**src/rtl/rec_play_ctrl_pkg.sv**
```systemverilog
// Shared definitions for the recorder: FSM state encoding and default sizing.
// Latency: n/a (package only).
// Backpressure: n/a (package only).
package rec_play_ctrl_pkg;

  // Default sizing: 2 s of audio at 48 kHz.
  localparam int ADDR_W_DEF      = 17;
  localparam int MAX_SAMPLES_DEF = 96000;

  // The playback datapath and timer depend on this encoding, so keep it fixed.
  typedef enum logic [1:0] {
    IDLE = 2'd0,
    REC  = 2'd1,
    PLAY = 2'd2,
    FIN  = 2'd3
  } state_t;

endpackage

```
**src/rtl/rec_play_ctrl_btn_edge.sv**
```systemverilog
// Rising-edge detector for one synchronised button level.
// Latency: combinational pulse in the first cycle the level reads 1.
// Backpressure: none; a held button produces exactly one pulse.
//
// Ports:
//   clk   - system clock
//   reset - asynchronous, active-high
//   btn   - synchronised button level
//   rise  - one-cycle pulse on a 0->1 transition of btn
module btn_edge (
  input  logic clk,
  input  logic reset,
  input  logic btn,
  output logic rise
);

  logic prev;

  always_ff @(posedge clk or posedge reset) begin
    if (reset) begin
      prev <= 1'b0;
    end else begin
      prev <= btn;
    end
  end

  assign rise = btn & ~prev;

endmodule

```
**src/rtl/rec_play_ctrl.sv**
```systemverilog
// Record/playback sequencer: arbitrates buttons, steps the sample-memory address.
// Latency: strobes are combinational in the sample_tick cycle; state changes one clock after a request.
// Backpressure: none; requests that are not legal in the current state are dropped.
//
// Ports:
//   clk, reset               - system clock, asynchronous active-high reset
//   sample_tick              - one-cycle pulse at the sample rate
//   rec_btn/play_btn/stop_btn - synchronised button levels
//   mem_addr/mem_we/mem_re   - sample-memory port
//   rec_active/play_active   - state decodes
//   done                     - one-cycle pulse when a recording or playback ends
//   rec_len                  - number of samples held from the last recording
module rec_play_ctrl
  import rec_play_ctrl_pkg::*;
#(
  parameter int ADDR_W      = ADDR_W_DEF,
  parameter int MAX_SAMPLES = MAX_SAMPLES_DEF
) (
  input  logic              clk,
  input  logic              reset,
  input  logic              sample_tick,
  input  logic              rec_btn,
  input  logic              play_btn,
  input  logic              stop_btn,
  output logic [ADDR_W-1:0] mem_addr,
  output logic              mem_we,
  output logic              mem_re,
  output logic              rec_active,
  output logic              play_active,
  output logic              done,
  output logic [ADDR_W:0]   rec_len
);

  localparam logic [ADDR_W-1:0] ADDR_LAST = ADDR_W'(MAX_SAMPLES - 1);
  localparam logic [ADDR_W-1:0] ADDR_ONE  = ADDR_W'(1);
  localparam logic [ADDR_W:0]   LEN_ONE   = (ADDR_W + 1)'(1);

  logic rec_req;
  logic play_req;
  logic stop_req;

  state_t            state;
  state_t            state_nxt;
  logic [ADDR_W-1:0] addr;
  logic [ADDR_W-1:0] addr_nxt;
  logic [ADDR_W:0]   len_nxt;

  btn_edge u_rec_edge  (.clk(clk), .reset(reset), .btn(rec_btn),  .rise(rec_req));
  btn_edge u_play_edge (.clk(clk), .reset(reset), .btn(play_btn), .rise(play_req));
  btn_edge u_stop_edge (.clk(clk), .reset(reset), .btn(stop_btn), .rise(stop_req));

  always_ff @(posedge clk or posedge reset) begin
    if (reset) begin
      state       <= IDLE;
      addr        <= '0;
      rec_len     <= '0;
      rec_active  <= 1'b0;
      play_active <= 1'b0;
    end else begin
      state       <= state_nxt;
      addr        <= addr_nxt;
      rec_len     <= len_nxt;
      rec_active  <= (state_nxt == REC);
      play_active <= (state_nxt == PLAY);
    end
  end

  always_comb begin
    state_nxt = state;
    addr_nxt  = addr;
    len_nxt   = rec_len;
    mem_we    = 1'b0;
    mem_re    = 1'b0;
    case (state)
      IDLE: begin
        // Record has priority over play when both are pressed together.
        if (rec_req) begin
          state_nxt = REC;
          addr_nxt  = '0;
          len_nxt   = '0;
        end else if (play_req && (rec_len != '0)) begin
          state_nxt = PLAY;
          addr_nxt  = '0;
        end
      end
      REC: begin
        // Stop beats a coincident tick, so that tick's sample is not written.
        if (stop_req) begin
          state_nxt = FIN;
        end else if (sample_tick) begin
          mem_we  = 1'b1;
          len_nxt = rec_len + LEN_ONE;
          // The address parks on the last slot rather than wrapping.
          if (addr == ADDR_LAST) begin
            state_nxt = FIN;
          end else begin
            addr_nxt = addr + ADDR_ONE;
          end
        end
      end
      PLAY: begin
        if (stop_req) begin
          state_nxt = FIN;
        end else if (sample_tick) begin
          mem_re = 1'b1;
          // rec_len is nonzero here, so rec_len-1 cannot underflow.
          if ({1'b0, addr} == (rec_len - LEN_ONE)) begin
            state_nxt = FIN;
          end else begin
            addr_nxt = addr + ADDR_ONE;
          end
        end
      end
      FIN: begin
        state_nxt = IDLE;
      end
      default: begin
        state_nxt = IDLE;
      end
    endcase
  end

  assign mem_addr = addr;
  assign done     = (state == FIN);

endmodule

```
**config.mk**
```make
export PLATFORM = sky130hd
export DESIGN_NAME = rec_play_ctrl
export DESIGN_NICKNAME = d
export VERILOG_FILES = /design/src/rtl/rec_play_ctrl_pkg.sv /design/src/rtl/rec_play_ctrl_btn_edge.sv /design/src/rtl/rec_play_ctrl.sv
export SDC_FILE = /design/constraint.sdc
export NUM_CORES = 1
export LEC_CHECK = 0
export ABC_AREA = 1
export CAP_MARGIN = 15
export CORE_UTILIZATION = 54
export DETAILED_ROUTE_END_ITERATION = 16
export GPL_TIMING_DRIVEN = 0
export PLACE_DENSITY = 0.91
export SLEW_MARGIN = 20
export SYNTH_ARGS = -nofsm -noshare
export SYNTH_HDL_FRONTEND = slang
export SYNTH_SLANG_ARGS = --single-unit
```
**constraint.sdc**
```tcl
create_clock -name clk -period 2.4 [get_ports clk]
set_input_delay 0.48 -clock clk [delete_from_list [all_inputs] [get_ports clk]]
set_output_delay 0.48 -clock clk [all_outputs]
set_load 0.01 [all_outputs]
```
## Word-level counts from Yosys, hierarchy flattened

Cells that the tools add are included.

- Flip-flop bits (word level): 42
- Word-level logic and storage cells: 65

- $add $sub $neg: 3
- Eq/ne operators: 15
- Muxes and demuxes: 26
- Bitwise gates (word level): 6
- Reduce and logical (&&, ||, !) cells: 7

Operator list:

| cell | number |
|---|---|
| 17-bit two-way mux | 8 |
| 18-bit two-way mux | 3 |
| 17-bit one-hot mux with 3 select lines | 1 |
| 18-bit one-hot mux with 2 select lines | 1 |
| 18-bit by 1-bit adder with 18-bit output (second input constant) | 1 |
| 17-bit by 18-bit == test with 1-bit output | 1 |
| 18-bit nonzero test | 1 |
| 18-bit by 1-bit subtractor with 18-bit output (second input constant) | 1 |
| 17-bit by 1-bit adder with 17-bit output (second input constant) | 1 |
| 17-bit == test (second input constant) | 1 |
| 2-bit two-way mux | 8 |
| 2-bit != test (second input constant) | 7 |
| 2-bit one-hot mux with 4 select lines | 1 |
| 8-bit AND reduction | 1 |
| 2-bit == test (second input constant) | 3 |
| 2-bit by 1-bit == test with 1-bit output (second input constant) | 2 |
| 1-bit two-way mux | 4 |
| 4-bit AND reduction | 1 |
| 1-bit bitwise AND | 3 |
| 3-bit != test (second input constant) | 1 |
| 1-bit inverter | 3 |
| 3-bit nonzero test | 1 |
| 2-bit zero test | 1 |
| 2-bit nonzero test | 1 |
| 1-bit logical AND | 1 |

## Longest topological paths before layout

Gate-level depths: netlist (run 1).

- Depth in word-level cells: 7
- Gate-level depth with buffers: 17
- Depth with buffers taken out: 17

## Cells and area by module

A second synthesis (run 1) with hierarchy kept.

- Cell total of the unflattened synthesis: 479
- Area, all modules: 3233.1 sq um

By module, submodules not included:

| module | times used | cells an instance | area an instance (sq um) | seq. area each (sq um) |
|---|---|---|---|---|
| rec_play_ctrl | 1 | 467 | 3116.7 | 975.9 |
| btn_edge | 3 | 4 | 38.8 | 25.0 |

## Worst setup path after synthesis (run 1)

Ideal clock, no wire load.

- Kind: register -> register
- Start: register rec_len[0]
- End: register addr[0] (netlist: mem_addr[0])
- Arrival time: 1915 ps
- Setup slack: 366 ps
- Stages on the path, launching flop included: 17
- Period minus slack after synthesis: 2034 ps
- Cell sequence: dfrtp_1 inv_2 ha_1 nand2_2 nor2_8 nand3_1 nand2_1 nand2_1 nor2_1 nand3_1 nor2_2 nand2_2 nand2_4 inv_2 buf_6 nand3_2 o21ai_2

- Cells in the longest elaborated chain, start to end: 4

Ends and longest elaborated chain:

| element | line | text |
|---|---|---|
| start, declared | rec_play_ctrl.sv:31 | `output logic [ADDR_W:0] rec_len` |
| start signal, assigned | rec_play_ctrl.sv:62 | `rec_len <= len_nxt;` |
| 18-bit by 1-bit subtractor with 18-bit output / 18-bit nonzero test (equally long branches) | rec_play_ctrl.sv:107, rec_play_ctrl.sv:81 |  |
| 17-bit by 18-bit == test with 1-bit output / 1-bit logical AND (equally long branches) | rec_play_ctrl.sv:107, rec_play_ctrl.sv:81 |  |
| 2-bit != test (no source line) / 3-bit != test (equally long branches) | n/a |  |
| 8-bit AND reduction (no source line) * | n/a |  |
| end signal, assigned | rec_play_ctrl.sv:61 | `addr <= addr_nxt;` |
| end, declared | rec_play_ctrl.sv:44 | `logic [ADDR_W-1:0] addr;` |

Every way passes the cells marked *; elsewhere a longest branch is shown, timed or not.
A chain may end at the register's enable or synchronous reset.

## Worst setup path in the final report (run 1)

- Start: register state[1]
- End: output mem_we

- Cells in the longest elaborated chain, start to end: 2

Ends and longest elaborated chain:

| element | line | text |
|---|---|---|
| start, declared | rec_play_ctrl.sv:42 | `state_t state;` |
| start signal, assigned | rec_play_ctrl.sv:60 | `state <= state_nxt;` |
| 2-bit by 1-bit == test with 1-bit output | rec_play_ctrl.sv:74 | `case (state)` |
| 1-bit two-way mux | rec_play_ctrl.sv:74 |  |
| end, declared | rec_play_ctrl.sv:26 | `output logic mem_we,` |

Every way passes these cells.

==> results of run 1 <==
-- registers in the layout, summed over array words and instances (netlist names) --
register	count
mem_addr	17
play_active	1
rec_active	1
rec_len	18
state	2
u_play_edge.prev	1
u_rec_edge.prev	1
u_stop_edge.prev	1
-- logic make-up after synthesis --
family	synth area share [%]
AOI/OAI and AO/OA	9.19
xor gates and xnor gates	7.94
adders and majority gates	3.13
buffers and inverters	9.31
DFF	32.9
and+or+nand+nor	37.6
-- final cells by class --
| cell class | count | area (um^2) |
|---|---|---|
| inverter | 63 | 239 |
| sequential | 42 | 1050 |
| fill | 469 | 1640 |
| clock buffer | 8 | 110 |
| tap | 72 | 90.1 |
| buffer | 10 | 61.3 |
| timing repair buffer | 48 | 493 |
| multi-input combinational | 347 | 1920 |
-- per-layer routing --
layer  up-vias  global-route usage, %  share of wire (%)
met5         -                      0                  0
met4         0                   9.64                1.6
met3        14                   4.25                6.0
met2       121                   43.5                 48
met1      1468                   37.2                 44
li1       1571                      -                  -
-- timing repair --
| action | in CTS | in global routing |
|---|---|---|
| hold buffers | 0 | 0 |
| cloned | 0 | 1 |
| setup buffers | 0 | 2 |
| resized for setup | 2 | 14 |
| setup endpoints to repair | 1 | 23 |
| pin swaps | 0 | 2 |
-- power by group --
part,switching (mW),internal (mW)
logic,1.63,0.971
clock network,0.243,0.291
registers,0.175,0.830
-- Yosys cell counts, drive strengths merged (2+ instances only) --
cell type | number | area share [%]
a31oi | 2 | 0.39
clkinv | 2 | 0.23
nand3b | 2 | 0.47
o21ai | 31 | 5.9
a21oi | 12 | 1.9
dfrtp | 42 | 33
xnor2 | 8 | 2.2
inv | 61 | 7.2
nor4 | 5 | 1.6
nand3 | 33 | 5.5
nand4 | 5 | 1.2
nor2 | 72 | 10
ha | 8 | 3.1
xor2 | 21 | 5.7
nand2 | 125 | 16
or2 | 3 | 0.59
clkbuf | 4 | 0.51
nor3 | 14 | 2.5
buf | 6 | 1.4
-- through the flow --
step                total power [mW]  setup slack (ns)  instances
global route                    4.47           0.00231        590
global placement                3.34            -0.140        578
finish                          4.14            0.0591        590
detailed placement              3.42            -0.198        579
floorplan                       2.77             0.366        461
CTS                             3.98            0.0168        587
-- placed cells by master, fill, tap and decap left out, drive strengths merged, types with 2 or more instances in the layout --
master / n
inv: 61
a21oi: 12
a31oi: 2
xor2: 21
nor2: 73
nand4: 5
dfrtp: 42
nor3: 14
o21ai: 31
nor4: 5
nand2: 125
clkinv: 2
ha: 8
xnor2: 8
buf: 9
nand3: 33
clkbuf: 12
clkdlybuf4s50: 45
or2: 3
nand3b: 2
-- final timing paths --
| kind | startpoint | to | slack (ns) | cells after the start |
|---|---|---|---|---|
| worst max-delay path | state[1] | mem_we | 0.06 | 5 |
| worst min-delay path | reset | rec_len[16] | 0.51 | 2 |
| worst max register to register | rec_len[1] | mem_addr[1] | 0.16 | 15 |
| worst min register to register | rec_len[17] | rec_len[17] | 0.53 | 1 |
| max in group asynchronous | reset | rec_len[1] | 1.39 | 3 |
| min in group clk | rec_len[17] | rec_len[17] | 0.53 | 1 |
==> impl_results.md, run 1 <==
* Final Util at about 70%
* Pins Over Slew Limit at 0
* CTS Buffer Depth at 2
* Routability cong. at 0.916
* RSZ-0062 raised after global routing: no
* Outcome: completed
* DRC at 0
* Slew @ Worst Pin at ~0.54 ns
* Share of layout cells above drive strength 1 at 14.3%
* Worst skew pair latency at 0.30 ns
* Largest net degree at the start of global routing at 23
* Sequential share of the synthesized area at 32.9%
* Tmin final at around 2.3 ns
* Ys async rst share at 100%
* Critical Path, Cell by Cell: inv_1 > ha_4 > inv_2 > nor2_4 > clkdlybuf4s50_1
* Antenna diode count at 0
* Routed wire length at ~8100 um
* Netlist cell types at 40
* 1st-pass router iterations at 5
* Max_cap viols at 0
* Prevailing post-synth register cell: dfrtp_1
* Final antenna-violating net count at 0
* Critical path launch point type: register
* Synth Register Bits at 42
* WS Path Type: register to output pin
* Fin crit share at 97.5%
* Final Hold Fails at 0
* Placed Area at between 3000 and 4000 um^2
* Max_slew headroom at a little under two thirds
* Mapped cell area at 3200 um^2
* CTS root buffer: clkbuf_8
* Leakage at 1.87 nW
* CTS tree: built
* Hpwl dp at slightly above 6000 um
* Slowest stage delay, CP at 0.56 ns
* Total track usage at 27.2%
* WP data required at 1.92 ns
* CP arrival at 1.86 ns
* Via Count at roughly 3200
* Buf/Inv on CP at 3
* Clock Pin Slew Worst Setup and Hold Paths at about 0.080 ns
* # rows at 27
* Initial antenna violation count at 0
* Slowest CP cell: clkdlybuf4s50_1
* Hold Crit Class: primary input to async pin
* Vias/cell at 5.38
* Number of DRC markers in iteration 0 at 251
* Die ar. at 6240 um^2
* Total I/O pin count at 46
* Setup violators final at 0
* Total gr overflow at 0
* CP top delay family: buffers and inverters
* Syn nets at 475
* Final instance area at 3960 um^2
* Skew final at 0.00534 ns
* EDFF count, synth at 0
* Cells after Synth at 461
* Synth Area per Inst at roughly 6.9 um^2
* Port Buffers at 45
* Effective utilization at floorplan at 57.1%
* Avg WL per Cell at 13.7 um
* Num CTS Buffers at 5
* Worst setup EP type: output pin
* Crit-path max FO at 7
* F_max at approximately 430 MHz
* Die H at 79.0 um
* Setup TNS at 0 ns
* First-pass GRT wire length at roughly 13000 um
* Core footprint at about 5600 um^2
* Clk sink count at 42
* H-Tree Level Count at 2
* Hold WS at 0.514 ns
* Area Growth Syn to Fin at 23.9%
* Number of global-route vias before repair at around 2900
* Ys Warns at 0
* Die Width at 79.0 um
* Pwr/cell area at about 1000 nW/um^2
* Fin nets at 531
* Peak supply drop at 0.000602 V
No activity file was read; power rests on OpenSTA's default activity.
==> run 2: changes to the inputs <==
clock period = 3 ns   (was 2.4 ns; I/O delays follow)
==> run 2 against run 1 <==
  * First-iteration DRC count increased by 2.8%
  * Sequential share of layout area is 0.50 points higher
  * Global-route usage decreased by 0.099 points
  * Combinational power is 25% lower
  * Power decreased by 23%
  * Clock power down 20%
  * Core utilization down 1.5 points
  * Critical path type unchanged
  * Largest power group unchanged
==> impl_results.md, run 2 (same netlist as run 1, synthesis figures left out) <==
* Tmin final at 2.67 ns
* Skew final at 0.00921 ns (+0.00387 ns)
* Die H at 79.0 um (unchanged)
* Effective utilization at floorplan at 57.1% (unchanged)
* Area Growth Syn to Fin at 21.2%
* Routability cong. at 0.916 (unchanged)
* Fin crit share at 89.0%
* Slowest CP cell: clkdlybuf4s50_1
* Core footprint at 5610 um^2 (unchanged)
* Total gr overflow at 0 (unchanged)
* Outcome: completed
* RSZ-0062 raised after global routing: no
* Critical path launch point type: register
* # rows at 27 (unchanged)
* Sw power at 1.56 mW (-24%)
* First-pass GRT wire length at 13300 um (-0.31%)
* Die ar. at 6240 um^2 (unchanged)
* Max reg flops at 18 (unchanged)
* Final antenna-violating net count at 0 (unchanged)
* Number of DRC markers in iteration 0 at 258 (+2.8%)
* Number of global-route vias before repair at 2905 (-0.72%)
* Worst skew pair latency at 0.30 ns (about the same)
* Largest reg by FF count: rec_len
* Sequential Power Share at 25.1% (+0.9 points)
* Slowest stage delay, CP at 0.58 ns (+0.02 ns)
* Initial antenna violation count at 0 (unchanged)
* Switching Share at 49.2% (-0.34 points)
* Clk pwr share at 13.5% (+0.6 points)
* Vias/cell at 5.37 (-0.19%)
* Hpwl dp at 6040 um (unchanged)
* Leakage at 1.83 nW (-1.9%)
* Share of layout cells above drive strength 1 at 11.8% (-2.4 points)
* Total track usage at 27.1% (-0.099 points)
* Slew @ Worst Pin at 0.517 ns (-0.0241 ns)
* Clk sink count at 42 (unchanged)
* Hold Crit Class: register to register
* Clock Pin Slew Worst Setup and Hold Paths at 0.08 ns (about the same)
* Fin nets at 528 (-0.56%)
* Port Buffers at 45 (unchanged)
* Antenna diode count at 0 (unchanged)
* Setup TNS at 0 ns (unchanged)
* CTS root buffer: clkbuf_8
* Largest net degree at the start of global routing at 23 (unchanged)
* CP arrival at 2.07 ns (+0.21 ns)
* Most frequent cells in the layout: nand2_1 (116), nor2_1 (62), inv_1 (55)
* Die Width at 79.0 um (unchanged)
* Buffer count from post-CTS setup fixing at 0 (unchanged)
* Avg WL per Cell at 13.4 um (-2.0%)
* 1st-pass router iterations at 6 (+1)
* Max_cap viols at 0 (unchanged)
* Num CTS Buffers at 5 (unchanged)
* Final Hold Fails at 0 (unchanged)
* Worst setup EP type: output pin
* Most common cell after layout, fill and taps aside: nand2_1
* Crit-path max FO at 7 (unchanged)
* Pins Over Slew Limit at 0 (unchanged)
* PostCTS Resize Cnt at 0 (-2)
* Max_slew headroom at 65.2% (+1.3 points)
* Final instance area at 3880 um^2 (-2.2%)
* CTS tree: built
* Peak supply drop at 0.000482 V (-20%)
* F_max at 375 MHz
* WP data required at 2.40 ns (+0.48 ns)
* P_int at 1.62 mW (-23%)
* DRC at 0 (unchanged)
* Total I/O pin count at 46 (unchanged)
* Routed wire length at 7900 um (-2.5%)
* Post-cts hold buffer count at 0 (unchanged)
* WS Path Type: register to output pin
* Via Count at 3152 (-0.69%)
* Comb pwr share at 61.4% (-1.5 points)
* H-Tree Level Count at 2 (unchanged)
* Setup violators final at 0 (unchanged)
* CTS Buffer Depth at 2 (unchanged)
* Pwr/cell area at 820 nW/um^2 (-22%)
* Placed Area at 3770 um^2 (unchanged)
* Critical Path, Cell by Cell: inv_1 > ha_1 > inv_2 > nor2_2 > clkdlybuf4s50_1
## run 2: changes by cell type in the layout (fill, tap and decap cells not counted), sizes merged
cell  delta
buf      -2
nor2     -1
## run 2: final timing paths
kind / start / endpoint / slack, ns / depth (start not counted)
max in group asynchronous: reset / rec_len[2] / 1.89 / 3
setup / recovery: state[1] / mem_we / 0.33 / 5
hold reg to reg: rec_len[17] / rec_len[17] / 0.53 / 1
min in group asynchronous: reset / rec_len[16] / 0.63 / 2
setup reg to reg: state[1] / rec_len[16] / 0.53 / 10
hold / removal: rec_len[17] / rec_len[17] / 0.53 / 1
## run 2: power by group through the flow
stage | sequential (mW) | combinational [mW] | clock [mW]
5_1_grt | 0.815 | 2.19 | 0.454
6_report | 0.800 | 1.95 | 0.429
4_1_cts | 0.799 | 1.94 | 0.439
3_5_place_dp | 0.812 | 1.92 | 0
2_1_floorplan | 0.818 | 1.40 | 0
3_3_place_gp | 0.805 | 1.87 | 0
## run 2: layout make-up
cell class                      instances  area, um^2
Multi-Input combinational cell        346        1850
Fill cell                             492        1730
Sequential cell                        42        1050
Timing Repair Buffer                   46         478
Inverter                               63         236
Clock buffer                            8         110
Tap cell                               72        90.1
Buffer                                 10        61.3
## run 2: layer usage
metal  GRT usage [%]  part of all wire [%]  vias up
li1                -                     -     1565
met1            37.2                    46     1456
met2            43.4                    47      115
met3            4.25                   5.7       16
met4            9.27                   1.7        0
met5               0                     0        -
## run 2: per-stage QoR
step | utilization, % | setup WS [ns] | hold WS (ns) | total power [mW] | instances
finish | 69.1 | 0.331 | 0.531 | 3.18 | 587
global route | 69.1 | 0.289 | 0.584 | 3.46 | 587
CTS | 69.1 | 0.348 | 0.533 | 3.18 | 587
detailed placement | 67.2 | 0.282 | 0.523 | 2.74 | 579
global placement | 66.7 | 0.340 | 0.512 | 2.67 | 578
floorplan | - | 0.966 | 0.533 | 2.22 | 461
## run 2: worst max-delay path: cells and delay by family (launching register included)
family                     cells  cell delay, ns
buffers and inverters          3            0.75
DFF                            1            0.45
adders and majority gates      1            0.33
and+or+nand+nor                1            0.24
==> run 3: changes to the inputs <==
CTS_CLUSTER_DIAMETER = 40   (was unset)
REMOVE_ABC_BUFFERS = 1   (was unset)
==> run 3 against run 2 <==
  * Sequential share of layout area is 0.52 points higher
  * Critical endpoint unchanged
  * Cell count shrank 1.7%
  * Highest routed layer unchanged
  * Non-clock buffer count down 10
  * Count of clock-buffer cells in the layout is 2 lower
==> impl_results.md, run 3 (same netlist as run 1, synthesis figures left out) <==
* DRC at 0 (unchanged)
* Fin crit share at 89.6% (+0.59 points)
* Effective utilization at floorplan at 57.1% (unchanged)
* Clock Pin Slew Worst Setup and Hold Paths at 0.09 ns (about the same)
* Core footprint at 5610 um^2 (unchanged)
* Vias/cell at 5.48 (+2.1%)
* Max_slew headroom at 67.0% (+1.8 points)
* Worst skew pair latency at 0.30 ns (about the same)
* Die ar. at 6240 um^2 (unchanged)
* Max_cap viols at 0 (unchanged)
* Final antenna-violating net count at 0 (unchanged)
* R2r startpoint: rec_len[0]
* Most common cell after layout, fill and taps aside: nand2_1
* Skew final at 0.0137 ns (+0.00450 ns)
* # rows at 27 (unchanged)
* Die H at 79.0 um (unchanged)
* Sequential Power Share at 26.5% (+1.4 points)
* Die Width at 79.0 um (unchanged)
* Sw power at 1.59 mW (+1.6%)
* P_int at 1.52 mW (-6.0%)
* Avg WL per Cell at 14.1 um (+4.8%)
* Setup TNS at 0 ns (unchanged)
* CTS tree: built
* Total track usage at 27.2% (+0.12 points)
* Post-cts hold buffer count at 0 (unchanged)
* H-Tree Level Count at 2 (unchanged)
* Clk sink count at 42 (unchanged)
* Outcome: completed
* Number of global-route vias before repair at 2953 (+1.7%)
* Antenna diode count at 0 (unchanged)
* CTS Buffer Depth at 2 (unchanged)
* Via Count at 3164 (+0.38%)
* WS Path Type: register to output pin
* Final instance area at 3800 um^2 (-1.9%)
* Switching Share at 51.1% (+1.9 points)
* Comb pwr share at 60.5% (-0.9 points)
* Placed Area at 3710 um^2 (-1.6%)
* Pins Over Slew Limit at 0 (unchanged)
* PostCTS Resize Cnt at 0 (unchanged)
* Final Hold Fails at 0 (unchanged)
* Largest reg by FF count: rec_len
* Pwr/cell area at 817 nW/um^2 (-0.37%)
* Clk pwr share at 13.0% (-0.5 points)
* Slew @ Worst Pin at 0.494 ns (-0.0228 ns)
* 1st-pass router iterations at 5 (-1)
* F_max at 372 MHz (-0.66%)
* Peak supply drop at 0.000519 V (+7.7%)
* Port Buffers at 45 (unchanged)
* Initial antenna violation count at 0 (unchanged)
* Worst setup startpoint: state[1]
* Most frequent cells in the layout: nand2_1 (116), nor2_1 (62), inv_1 (55)
* First-pass GRT wire length at 13200 um (-0.78%)
* RSZ-0062 raised after global routing: no
* CTS root buffer: clkbuf_8
* Crit-path max FO at 7 (unchanged)
* Share of layout cells above drive strength 1 at 10.7% (-1.2 points)
* Buffer count from post-CTS setup fixing at 0 (unchanged)
* Num CTS Buffers at 5 (unchanged)
* Routability cong. at 0.937 (+2.2%)
* Routed wire length at 8140 um (+3.0%)
* Number of DRC markers in iteration 0 at 273 (+5.8%)
* Tmin final at 2.69 ns (+0.0178 ns)
* Worst setup EP type: output pin
* Total I/O pin count at 46 (unchanged)
* WP data required at 2.40 ns (about the same)
* Total gr overflow at 0 (unchanged)
* Leakage at 1.78 nW (-2.8%)
* Setup violators final at 0 (unchanged)
* Critical path launch point type: register
* Area Growth Syn to Fin at 18.9%
* Hpwl dp at 6210 um (+2.7%)
* Hold Path Origin: rec_len[17]
* Largest net degree at the start of global routing at 24 (+4.3%)
* Fin nets at 518 (-1.9%)
* CP arrival at 2.09 ns (+0.02 ns)
* Max reg flops at 18 (unchanged)
* Hold Crit Class: register to register
run 3: area by class of cell:
class | instances | area, um^2
multi-input combinational | 346 | 1850
fill | 473 | 1800
sequential | 42 | 1050
timing repair buffer | 46 | 478
inverter | 63 | 236
tap | 72 | 90.1
clock buffer | 6 | 82.6
clock inverter | 2 | 16.3
run 3: through the flow:
stage | util [%] | total power [mW] | std cells | setup slack (ns) | hold slack [ns]
after global placement | 65.6 | 2.59 | 568 | 0.369 | 0.513
after floorplan | - | 2.15 | 451 | 0.849 | 0.534
final | 67.8 | 3.11 | 577 | 0.313 | 0.541
after global routing | 67.8 | 3.37 | 577 | 0.245 | 0.569
after CTS | 67.8 | 3.09 | 577 | 0.345 | 0.537
after detailed placement | 66.1 | 2.68 | 569 | 0.258 | 0.522
run 3: worst paths after layout:
| path | slack [ns] | cells after the start | end |
|---|---|---|---|
| worst max-delay path | 0.31 | 5 | mem_we |
| worst max register to register | 0.47 | 13 | mem_addr[15] |
| worst min register to register | 0.54 | 1 | rec_len[17] |
| max in group asynchronous | 1.91 | 3 | rec_len[1] |
| min in group asynchronous | 0.62 | 2 | play_active |
| worst min-delay path | 0.54 | 1 | rec_len[17] |
run 3: worst max-delay path: stages, from the launching register on:
cell and delay [ns]:
dfrtp_1 0.46, inv_1 0.10, ha_1 0.36, inv_2 0.06, nor2_2 0.23, clkdlybuf4s50_1 0.58
run 3: metal layers:
layer,up-vias,routed length (um),GRT usage [%]
li1,1542,-,-
met1,1464,3310,32.5
met4,0,197,12.5
met2,136,4090,47.0
met3,22,532,5.29
met5,-,0,0
run 3: power groups by stage:
stage                     clock, mW  combinational, mW  sequential [mW]
after CTS                     0.407               1.87            0.820
after detailed placement          0               1.85            0.831
after global routing          0.440               2.09            0.839
after global placement            0               1.76            0.824
final                         0.404               1.88            0.823
after floorplan                   0               1.32            0.832
